## config.mk

```make
export PLATFORM = sky130hd
export DESIGN_NAME = rob_commit_rat
export DESIGN_NICKNAME = d
export VERILOG_FILES = /design/src/rtl/rob_commit_rat.sv
export SDC_FILE = /design/constraint.sdc
export NUM_CORES = 2
export LEC_CHECK = 0
export ABC_AREA = 1
export CAP_MARGIN = 40
export CORE_ASPECT_RATIO = 1.2
export CORE_MARGIN = 1.5
export CORE_UTILIZATION = 55
export DETAILED_ROUTE_END_ITERATION = 16
export PLACE_DENSITY = 0.71
export SKIP_LAST_GASP = 1
export SLEW_MARGIN = 20
export SYNTH_ARGS = -nofsm -noshare
export SYNTH_HDL_FRONTEND = slang
export SYNTH_SLANG_ARGS = --single-unit
export TNS_END_PERCENT = 5
```

## constraint.sdc

```tcl
create_clock -name clk_i -period 49.8 [get_ports clk_i]
set_input_delay 4.98 -clock clk_i [delete_from_list [all_inputs] [get_ports clk_i]]
set_output_delay 4.98 -clock clk_i [all_outputs]
set_load 0.005 [all_outputs]
```

## src/rtl/rob_commit_rat.sv

```systemverilog
// rob_commit_rat: register alias table plus architectural register file.
// Dispatch allocates producer tags per rd and looks up sources through
// rs1/rs2 (committed value, or the ROB tag of the pending producer).
// The in-order commit stream retires values into the architectural file.
// commit_ptr_o tracks the ROB head; retired_cnt_o counts commits.
module rob_commit_rat #(
    parameter int NUM_REGS  = 32,
    parameter int ROB_IDX_W = 5,
    parameter int XLEN      = 32
) (
    input  logic                 clk_i,
    input  logic                 reset_i,
    input  logic                 alloc_valid_i,
    input  logic [4:0]           alloc_rd_addr_i,
    input  logic [ROB_IDX_W-1:0] alloc_rob_idx_i,
    input  logic [4:0]           rs1_addr_i,
    input  logic [4:0]           rs2_addr_i,
    output logic                 rs1_busy_o,
    output logic                 rs2_busy_o,
    output logic [ROB_IDX_W-1:0] rs1_rob_idx_o,
    output logic [ROB_IDX_W-1:0] rs2_rob_idx_o,
    output logic [XLEN-1:0]      rs1_value_o,
    output logic [XLEN-1:0]      rs2_value_o,
    input  logic                 commit_valid_i,
    input  logic [4:0]           commit_rd_addr_i,
    input  logic [XLEN-1:0]      commit_value_i,
    output logic [ROB_IDX_W-1:0] commit_ptr_o,
    output logic [31:0]          retired_cnt_o
);

    localparam int LW = 1 + ROB_IDX_W + XLEN;

    logic [XLEN-1:0]      arf_q [NUM_REGS];
    logic [ROB_IDX_W-1:0] tag_q [NUM_REGS];
    logic [NUM_REGS-1:0]  busy_q;
    logic [ROB_IDX_W-1:0] commit_ptr_q;
    logic [31:0]          retired_cnt_q;

    logic alloc_en;
    logic commit_en;
    logic alloc_hits_commit;
    logic commit_clears;

    assign alloc_en  = alloc_valid_i && (alloc_rd_addr_i != 5'd0);
    assign commit_en = commit_valid_i && (commit_rd_addr_i != 5'd0);
    // A same-cycle allocate to the committed rd keeps the new mapping.
    assign alloc_hits_commit = alloc_en && (alloc_rd_addr_i == commit_rd_addr_i);
    // Only the youngest producer's commit may clear busy.
    assign commit_clears = commit_en && busy_q[commit_rd_addr_i]
                        && (tag_q[commit_rd_addr_i] == commit_ptr_q)
                        && !alloc_hits_commit;

    always_ff @(posedge clk_i or posedge reset_i) begin
        if (reset_i) begin
            for (int i = 0; i < NUM_REGS; i++) begin
                arf_q[i] <= '0;
                tag_q[i] <= '0;
            end
            busy_q        <= '0;
            commit_ptr_q  <= '0;
            retired_cnt_q <= '0;
        end else begin
            if (commit_valid_i) begin
                commit_ptr_q  <= commit_ptr_q + 1'b1;
                retired_cnt_q <= retired_cnt_q + 32'd1;
            end
            if (commit_en) begin
                arf_q[commit_rd_addr_i] <= commit_value_i;
            end
            if (commit_clears) begin
                busy_q[commit_rd_addr_i] <= 1'b0;
            end
            if (alloc_en) begin
                busy_q[alloc_rd_addr_i] <= 1'b1;
                tag_q[alloc_rd_addr_i]  <= alloc_rob_idx_i;
            end
        end
    end

    // Packed result: {busy, tag, value}. The commit bypass forwards the
    // value retiring this cycle when it belongs to the current producer.
    function automatic logic [LW-1:0] lookup(input logic [4:0] rs);
        logic [LW-1:0] r;
        r = '0;
        if (rs != 5'd0) begin
            if (busy_q[rs] && commit_valid_i && (tag_q[rs] == commit_ptr_q)
                && (commit_rd_addr_i == rs)) begin
                r = {1'b0, {ROB_IDX_W{1'b0}}, commit_value_i};
            end else if (busy_q[rs]) begin
                r = {1'b1, tag_q[rs], {XLEN{1'b0}}};
            end else begin
                r = {1'b0, {ROB_IDX_W{1'b0}}, arf_q[rs]};
            end
        end
        return r;
    endfunction

    logic [LW-1:0] lk1;
    logic [LW-1:0] lk2;

    always_comb begin
        lk1 = '0;
        lk2 = '0;
        if (!reset_i) begin
            lk1 = lookup(rs1_addr_i);
            lk2 = lookup(rs2_addr_i);
        end
    end

    assign {rs1_busy_o, rs1_rob_idx_o, rs1_value_o} = lk1;
    assign {rs2_busy_o, rs2_rob_idx_o, rs2_value_o} = lk2;
    assign commit_ptr_o  = commit_ptr_q;
    assign retired_cnt_o = retired_cnt_q;

endmodule
```

==> flow_summary.yaml <==
synth:
  ys_seq_area_frac: 0.4355
  synth-async-reset-ratio: 1.000
  synth_area_leaders: "dfrtp_1, o21ai_0, nand2_1, a21oi_1, nand3_1"
  ys_ff_latch: 1253
  synth_enable_flop_cells: 0
  synth_cells: 10240
  yosysMostFrequentCell: "nand2_1"
  yosysTopAreaCellShare: 0.4355
  synth_fp_nets: 10310
  ys.flop_type: "dfrtp_1"
  netlist_area_um2: 72000
  ys_top_cells_by_count: "nand2_1, o21ai_0, dfrtp_1"
  ys.warnings.count: 0
  synth_area_per_cell_um2: 7.029
  synth_top_area_cell: "dfrtp_1"
  ys_types: 39
setup_path:
  critPathKind: "input port to output port"
  slowest_stage: "buf_4"
  cp-start-kind: "input port"
  crit_start: "rs1_addr_i[0]"
  worstPathRequired_ps: 44820
  r2r-start: "tag_q[148]"
  cp_data_arrival_time_ps: 10600
  crit_top_cell: "buf_4"
  cp_cell_sequence: "buf_8, buf_4, buf_12, buf_4, buf_4, buf_16, buf_4, o21ai_0, o21ai_0, o21ai_0, nand2_1, nand3_1, nand2_1, nand2_1, a21boi_1, nor2_1, clkdlybuf4s50_1"
  critPathCaptureType: "output port"
  slowest_delay_ps: 730
  cp_max_fo: 90
global_routing:
  grt_pass1_vias: 68680
  antenna_found_initial: 12
  grt_max_degree: 238
  grt_pass1_wl_mm: 436.0
  gr-total-overflow: 0
  grt_usage: 0.4346
finish:
  nNetsFinal: 9874
  synthToLayoutAreaGrowth_pct: 10.08
  n_fill_cell: 11910
  drive_above_1_share: 0.05076
  multiInputGateArea_um2: 34670
  seqCellArea_um2: 31360
pwr:
  total_power_w: 0.003073
  p_clk_frac: 0.341
  sequentialPowerShare: 0.439
  ir_drop_v: 0.00003910
  combPwrFrac: 0.220
  power_density_nw_per_um2: 38.77
  switching_share: 0.3377
  intPower_w: 0.002035
  leakage_nw: 35.99
  netSwitchingPower_w: 0.001038
sta:
  finalCriticalPeriod_ps: 15580
  finalCritPeriodShare: 0.3129
  setup_viol: 0
  hold_viol: 0
  fin_setup_tns_ps: 0
  finClkSkew_ps: 32.92
  tightest_slew_ps: 1142
  fmaxAchievable_ghz: 0.06417
  slew_violations: 0
  relSlewSlack: 0.2386
  rsz0062_at_grt: "false"
drt:
  ant_nets: 0
  drc: 0
  via_count: 74410
  vias_per_cell: 6.414
  routedWlPerCell_um: 25.27
  firstDrtPassIters: 9
  wirelength_mm: 293.2
  drt-initial-drc-count: 11320
run:
  drv_cap: 0
cts:
  hold_buffers: 0
  root_buffer: "clkbuf_16"
  htreeDepth: 4
  cts_buffers: 136
  worstSkewPairLatency_ps: 810
  cts_buffer_depth: 3
  post_cts_buffers: 0
  clkTransAtPathRegs_ps: 60
  cts_tree: "done"
  ctsResizeCount: 0
  clock_sinks: 1253
die:
  rows: 145
  floorplan.initialDensity: 0.5535
  die_w_um: 333.3
  core_um2: 130100
  die_h_um: 399.3
  fp.dieArea_um2: 133100
  pin_count: 174
placement:
  dp_hpwl_mm: 174.0
  gp_congestion: 1.014
  portBuffers: 173
worst_hold_path:
  hold_class: "flop to flop"
  min-delay-start: "arf_q[1008]"
status:
  status: "completed"
[worst paths after layout]
path                                  end  slack [ps]  depth (start not counted)
max in group asynchronous      tag_q[100]       41920                          7
max reg2reg                    busy_q[13]       47400                         13
min in group asynchronous      arf_q[132]        4710                          2
max                        rs1_value_o[8]       34220                         17
min                           arf_q[1008]         390                          0
min reg2reg                   arf_q[1008]         390                          0
[routing by layer]
layer,up-vias,track usage,share of wire
met3,1228,0.1123,0.13
met4,8,0.2838,0.075
met1,34910,0.5665,0.37
met2,5000,0.6417,0.42
met5,-,0,0.00016
li1,33260,-,-
[cell type report]
type	instances	area share
diodes	2	0.00006315
clock buffers	201	0.05156
clock inverters	35	0.005399
inverters	535	0.02594
multi-input cells	7516	0.4374
flip-flops and latches	1253	0.3956
well taps	1690	0.02668
repair buffers	369	0.05732
[registers in the layout (all words and copies together), names as in the netlist]
name and flops:
arf_q 1024, busy_q 32, commit_ptr_o 5, retired_cnt_o 32, tag_q 160
[critical path: cells and delay by family]
kind / cells / cell delay, ps
compound gates: 4 / 620
buf+inv: 8 / 3780
simple gates: 5 / 970
[power groups by stage]
stage / clock [W] / combinational, W / sequential [W]
final: 0.00105 / 0.000676 / 0.00135
after global routing: 0.00109 / 0.000753 / 0.00137
after CTS: 0.00105 / 0.000655 / 0.00134
after detailed placement: 0 / 0.000653 / 0.00136
after global placement: 0 / 0.000624 / 0.00135
after floorplan: 0 / 0.000454 / 0.00132
[cells by family (layout without fill, tap and decap cells)]
kind of cell,after synthesis,count (layout),share of synthesized area
AND/OR/NAND/NOR,3956,3956,0.2232
adder cells (fa/ha/maj),2,2,0.0003475
flip-flops,1253,1253,0.4355
AO/OA/AOI/OAI,3520,3520,0.2496
buffers and inverters,1474,1140,0.08680
other,0,2,0
XOR/XNOR,38,38,0.004622
[per-stage QoR]
stage / hold slack (ps) / worst slack (ps) / utilization / area [µm²] / std cells
finish: 388.9 / 34220 / 0.6093 / 79260 / 11600
global route: 407.9 / 33960 / 0.6093 / 79250 / 11600
CTS: 392.5 / 34210 / 0.6064 / 78880 / 11580
detailed placement: 378.5 / 34250 / 0.5717 / 74360 / 11350
global placement: 375.1 / 34060 / 0.5606 / 72930 / 11290
floorplan: 439.9 / 9473 / - / 72000 / 10240
[placed cells by master (no fill, tap or decap), types with 8 or more instances in the layout]
| master | n |
|---|---|
| xnor2_1 | 8 |
| inv_1 | 503 |
| inv_2 | 18 |
| o22ai_1 | 29 |
| clkbuf_16 | 143 |
| nor3_1 | 21 |
| o211ai_1 | 85 |
| buf_16 | 45 |
| clkinv_2 | 18 |
| xor2_1 | 30 |
| nor2_1 | 492 |
| buf_12 | 30 |
| clkbuf_8 | 29 |
| dfrtp_1 | 1253 |
| a21boi_1 | 33 |
| buf_4 | 114 |
| buf_8 | 13 |
| nor2_2 | 9 |
| a21oi_1 | 700 |
| nand3_1 | 606 |
| nand2_1 | 2658 |
| nor2_4 | 8 |
| o21ai_1 | 77 |
| clkdlybuf4s50_1 | 162 |
| nand2_4 | 32 |
| nand4_1 | 112 |
| clkbuf_1 | 29 |
| o21ai_0 | 2588 |
Power figures use the tool's default switching activity.
